--- config.mk ---
export PLATFORM = sky130hd
export DESIGN_NAME = key_debounce
export DESIGN_NICKNAME = d
export VERILOG_FILES = /design/src/rtl/key_debounce.sv
export SDC_FILE = /design/constraint.sdc
export NUM_CORES = 1
export LEC_CHECK = 0
export BUFFER_PORTS_ARGS = -buffer_cell sky130_fd_sc_hd__buf_2
export CAP_MARGIN = 40
export CORE_UTILIZATION = 55
export CTS_BUF_LIST = sky130_fd_sc_hd__clkbuf_8
export CTS_CLUSTER_DIAMETER = 100
export DETAILED_ROUTE_END_ITERATION = 6
export GPL_TIMING_DRIVEN = 0
export PLACE_DENSITY = 0.81
export SYNTH_ARGS = -nofsm -noshare
export SYNTH_HDL_FRONTEND = slang
export SYNTH_SLANG_ARGS = --single-unit
--- constraint.sdc ---
create_clock -name sys_clk -period 2.5 [get_ports sys_clk]
set_clock_uncertainty 0.15 [all_clocks]
set_input_delay 0.5 -clock sys_clk [delete_from_list [all_inputs] [get_ports sys_clk]]
set_output_delay 0.5 -clock sys_clk [all_outputs]
set_load 0.02 [all_outputs]
--- src/rtl/key_debounce.sv ---
// Push-button conditioner: 2-FF synchroniser, bounce-rejecting FSM, registered press/release strobes.
// Define KEY_LONG_PRESS_EN to add a one-shot key_long strobe after LONG_PRESS_MS of holding.
module key_debounce #(
  parameter int CLK_FREQ_HZ    = 50_000_000,
  parameter int DEBOUNCE_MS    = 20,
  parameter int KEY_ACTIVE_LOW = 1,
  parameter int LONG_PRESS_MS  = 1000
) (
  input  logic sys_clk,
  input  logic sys_rst,
  input  logic key_in,
  output logic key_level,
  output logic key_press,
  output logic key_release,
  output logic key_long
);

  localparam int DEB_CYCLES = CLK_FREQ_HZ / 1000 * DEBOUNCE_MS;
  localparam int CNT_W      = (DEB_CYCLES > 1) ? $clog2(DEB_CYCLES) : 1;
  localparam logic [CNT_W-1:0] CNT_LAST = CNT_W'(DEB_CYCLES - 1);
  localparam logic RELEASED = (KEY_ACTIVE_LOW != 0);

  typedef enum logic [1:0] {
    IDLE         = 2'd0,
    PRESS_WAIT   = 2'd1,
    PRESSED      = 2'd2,
    RELEASE_WAIT = 2'd3
  } state_t;

  state_t             state_q, state_d;
  logic [CNT_W-1:0]   cnt_q, cnt_d;
  logic               sync1_q, sync1_d;
  logic               sync2_q, sync2_d;
  logic               level_q, level_d;
  logic               press_q, press_d;
  logic               release_q, release_d;
  logic               key_sync;

  // XOR with the released level turns the synchronised pin into 1 = pressed.
  assign key_sync = sync2_q ^ RELEASED;

  always_comb begin
    sync1_d   = key_in;
    sync2_d   = sync1_q;
    state_d   = state_q;
    cnt_d     = cnt_q;
    level_d   = level_q;
    press_d   = 1'b0;
    release_d = 1'b0;
    case (state_q)
      IDLE: begin
        if (key_sync) begin
          state_d = PRESS_WAIT;
          cnt_d   = '0;
        end
      end
      PRESS_WAIT: begin
        if (!key_sync) begin
          state_d = IDLE;
          cnt_d   = '0;
        end else if (cnt_q == CNT_LAST) begin
          state_d = PRESSED;
          cnt_d   = '0;
          level_d = 1'b1;
          press_d = 1'b1;
        end else begin
          cnt_d = cnt_q + 1'b1;
        end
      end
      PRESSED: begin
        if (!key_sync) begin
          state_d = RELEASE_WAIT;
          cnt_d   = '0;
        end
      end
      RELEASE_WAIT: begin
        if (key_sync) begin
          state_d = PRESSED;
          cnt_d   = '0;
        end else if (cnt_q == CNT_LAST) begin
          state_d   = IDLE;
          cnt_d     = '0;
          level_d   = 1'b0;
          release_d = 1'b1;
        end else begin
          cnt_d = cnt_q + 1'b1;
        end
      end
      default: begin
        state_d = IDLE;
        cnt_d   = '0;
        level_d = 1'b0;
      end
    endcase
  end

  always_ff @(posedge sys_clk or posedge sys_rst) begin
    if (sys_rst) begin
      sync1_q   <= RELEASED;
      sync2_q   <= RELEASED;
      state_q   <= IDLE;
      cnt_q     <= '0;
      level_q   <= 1'b0;
      press_q   <= 1'b0;
      release_q <= 1'b0;
    end else begin
      sync1_q   <= sync1_d;
      sync2_q   <= sync2_d;
      state_q   <= state_d;
      cnt_q     <= cnt_d;
      level_q   <= level_d;
      press_q   <= press_d;
      release_q <= release_d;
    end
  end

  assign key_level   = level_q;
  assign key_press   = press_q;
  assign key_release = release_q;

`ifdef KEY_LONG_PRESS_EN
  localparam int LONG_CYCLES = CLK_FREQ_HZ / 1000 * LONG_PRESS_MS;
  localparam int LCNT_W      = (LONG_CYCLES > 1) ? $clog2(LONG_CYCLES) : 1;
  localparam logic [LCNT_W-1:0] LCNT_LAST = LCNT_W'(LONG_CYCLES - 1);

  logic [LCNT_W-1:0] lcnt_q, lcnt_d;
  logic              long_done_q, long_done_d;
  logic              long_q, long_d;

  // lcnt saturates at its last value; long_done blocks a second strobe in the same press.
  always_comb begin
    lcnt_d      = lcnt_q;
    long_done_d = long_done_q;
    long_d      = 1'b0;
    if (state_q == PRESSED) begin
      if (lcnt_q == LCNT_LAST) begin
        if (!long_done_q) begin
          long_d      = 1'b1;
          long_done_d = 1'b1;
        end
      end else begin
        lcnt_d = lcnt_q + 1'b1;
      end
    end
    if ((state_q == PRESS_WAIT && state_d == PRESSED) ||
        (state_q != IDLE && state_d == IDLE)) begin
      lcnt_d      = '0;
      long_done_d = 1'b0;
    end
  end

  always_ff @(posedge sys_clk or posedge sys_rst) begin
    if (sys_rst) begin
      lcnt_q      <= '0;
      long_done_q <= 1'b0;
      long_q      <= 1'b0;
    end else begin
      lcnt_q      <= lcnt_d;
      long_done_q <= long_done_d;
      long_q      <= long_d;
    end
  end

  assign key_long = long_q;
`else
  // LONG_PRESS_MS has no effect in this build; the term folds to a constant 0.
  assign key_long = 1'b0 & (LONG_PRESS_MS < 0);
`endif

endmodule

==> flow_summary_export.csv <==
group,metric,value,unit
clock_tree,cts_hold_buf,0,
synth,synth_edf_count,0,
pwr,ir_drop,0.506,mV
global_routing,grt_max_degree,17,
timing,report.final.slew_viol_count,0,
worst_setup_path,rrSetupSlack,0.29,ns
placed_design,dp_hpwl,2.12,mm
worst_setup_path,cp-start-kind,"flip-flop",
timing,max_slew_margin,61.5,%
finish,layout-drive-gt1-share,14.3,%
clock_tree,cts_resized,0,
finish,instances_no_fill,189,
timing,worst-slew-pin-transition,0.574,ns
synth,synth_cell_types,40,
clock_tree,cts_tree,"yes",
die,die_area,2760,um^2
pwr,total_leakage_power,0.659,nW
worst_setup_path,worstSetupPathType,"flip-flop to flip-flop",
clock_tree,h-tree-depth,1,
clock_tree,post-cts-setup-buffer-count,0,
clock_tree,numCtsBuffers,3,
die,ios,7,
worst_setup_path,endpoint_kind,"flip-flop",
synth,synthFlopType,"dfrtp_1",
die,rows,17,
worst_setup_path,r2r_cells,8,
timing,post-route-period-util,88.5,%
worst_setup_path,cp.arrival,2.19,ns
pwr,pwr_density_cell,754,nW/um^2
clock_tree,clock_latency,0.26,ns
clock_tree,cts.reportedPaths.clkPinSlew,0.09,ns
flow_run,maxCapViolations,0,
synth,synth_top_area_share,44.5,%
clock_tree,clockBufferDepth,2,
synth,synth_cells,151,
placed_design,routabilityCongestion,0.869,
run_status,outcome,"finished clean",
worst_setup_path,required,2.48,ns
global_routing,globalRoute.totalOverflow,0,
die,core,2320,um^2
routing,wire_per_inst,15.6,um
synth,synth_seq_area_share,48.2,%
worst_setup_path,crit_start,"cnt_q[0]",
placed_design,port_buffers,5,
global_routing,antenna_found_initial,0,
die,die_w,52.6,um
worst_setup_path,crit_path_max_fanout,10,
synth,synth_largest_area_cell,"dfrtp_1",
clock_tree,root_buffer,"clkbuf_8",
synth,synth_area,1410,um^2
finish,fin_nets,166,
timing,worst_slack,0.288,ns
die,die_h,52.6,um
global_routing,grt_use_total,24.2,%
timing,rsz0062_at_grt,"false",
die,initial_utilization,60.7,%
synth,yosys_warnings,0,
hold_path,hp-class,"input port to asynchronous set/reset pin",
routing,dr_total_vias,1217,
finish,syn_to_final_growth,8.81,%
routing,wl,2.94,mm
global_routing,grt_pass1_wl,4.84,mm
timing,max_freq,452,MHz
global_routing,grt_pass1_vias,1082,
routing,via_per_inst,6.44,
synth,ys_ff_latch,27,
routing,drtPass1Iterations,5,
finish,antenna_cells,0,
timing,finalCriticalPeriod,2.21,ns
worst_setup_path,reg2reg_to,"cnt_q[13]",
worst_setup_path,r2r-start,"cnt_q[0]",
synth,async_reset_ff_share,100,%
timing,setup_viol_count_final,0,
routing,antenna_left,0,
worst_setup_path,endpoint,"cnt_q[13]",
routing,drt_iter0_markers,58,
placed_design,pre_cts_slack,0.357,ns
placed_design,dp_cells,185,
routing,route.detailed.drc,0,
synth,synth_area_leaders,"dfrtp_1 (44%), a21oi_1 (5.0%), a31oi_1 (4.9%)",
timing,tns,0,ns
timing,hold_violations,0,
synth,syn_nets,155,
clock_tree,cts_sinks,27,
synth,syn_avg_cell_area,9.31,um^2
cells in the final DEF (no fill, tap or decap), drive strengths merged, types with 2 or more instances in the layout:
cell type,instances
inv,8
clkbuf,6
a31oi,11
a41oi,3
o21ai,10
dfrtp,25
buf,12
mux2i,2
nand4,4
dfstp,2
nand2,14
nand3,10
nor4b,2
a21oi,14
nand2b,3
nor2,7
or3,4
and4,2
nor3,3
and3,5
layout make-up:
cell class | count | area [um^2]
Buffer | 9 | 42.5
Clock buffer | 3 | 41.3
Clock inverter | 1 | 7.51
Fill cell | 181 | 788
Inverter | 8 | 30.0
Multi-Input combinational cell | 107 | 656
Sequential cell | 27 | 678
Tap cell | 28 | 35.0
Timing Repair Buffer | 6 | 40.0
worst max-delay path: stages, from the launching register on:
cell	delay (ns)
dfrtp_1	0.40
ha_1	0.23
nand4_2	0.21
nor3_2	0.32
a21oi_1	0.13
buf_2	0.21
buf_2	0.21
a21oi_1	0.15
a31oi_1	0.06
sequential cells by signal, summed over array words and instances (netlist names), named ones only:
register     flops
cnt_q           20
state_q          1
key_release      1
sync2_q          1
key_level        1
key_press        1
sync1_q          1
routing by layer:
metal  vias to the layer above  share of wire (%)  GRT usage (%)
met4                         0                1.6           11.0
met1                       588                 46           32.3
li1                        571                  -              -
met5                         -                  0              0
met3                         6                5.5           3.48
met2                        52                 47           38.6
kinds of logic (layout without fill, tap and decap cells):
family / Yosys count / after routing / synth area share [%]
muxes: 2 / 2 / 1.42
adders and majority gates: 1 / 1 / 0.890
AOI/OAI and AO/OA: 44 / 44 / 18.9
and+or+nand+nor: 58 / 58 / 24.6
DFF: 27 / 27 / 48.2
other: 1 / 1 / 0.267
buffers and inverters: 17 / 27 / 5.16
xor gates and xnor gates: 1 / 1 / 0.623
Yosys cell counts (all sizes together) (4+ instances only):
master	n
o21ai	10
nand3	10
nor2	7
dfrtp	25
buf	6
and3	5
nand4	4
or3	4
a31oi	11
nand2	14
a21oi	14
inv	8
worst min path at each step:
stage,end,cells after the start
floorplan,sync2_q,0
global placement,sync2_q,0
detailed placement,sync2_q,0
CTS,cnt_q[9],2
global route,cnt_q[10],2
finish,cnt_q[14],2
through the flow:
| stage | hold slack [ns] | power (mW) | utilization [%] | cell area (um^2) |
|---|---|---|---|---|
| 2_1_floorplan | 0.195 | 0.800 | - | 1410 |
| 3_3_place_gp | 0.195 | 0.885 | 63.2 | 1470 |
| 3_5_place_dp | 0.200 | 0.907 | 63.9 | 1480 |
| 4_1_cts | 0.0935 | 1.15 | 66.0 | 1530 |
| 5_1_grt | 0.129 | 1.23 | 66.0 | 1530 |
| 6_report | 0.0902 | 1.15 | 66.0 | 1530 |
where the power goes:
group          leakage, nW  internal, mW  switching [mW]
clock               0.0217         0.113           0.131
combinational        0.274         0.118           0.283
sequential           0.364         0.474          0.0338
total                0.659         0.705           0.448
No activity file was read; power rests on OpenSTA's default activity.
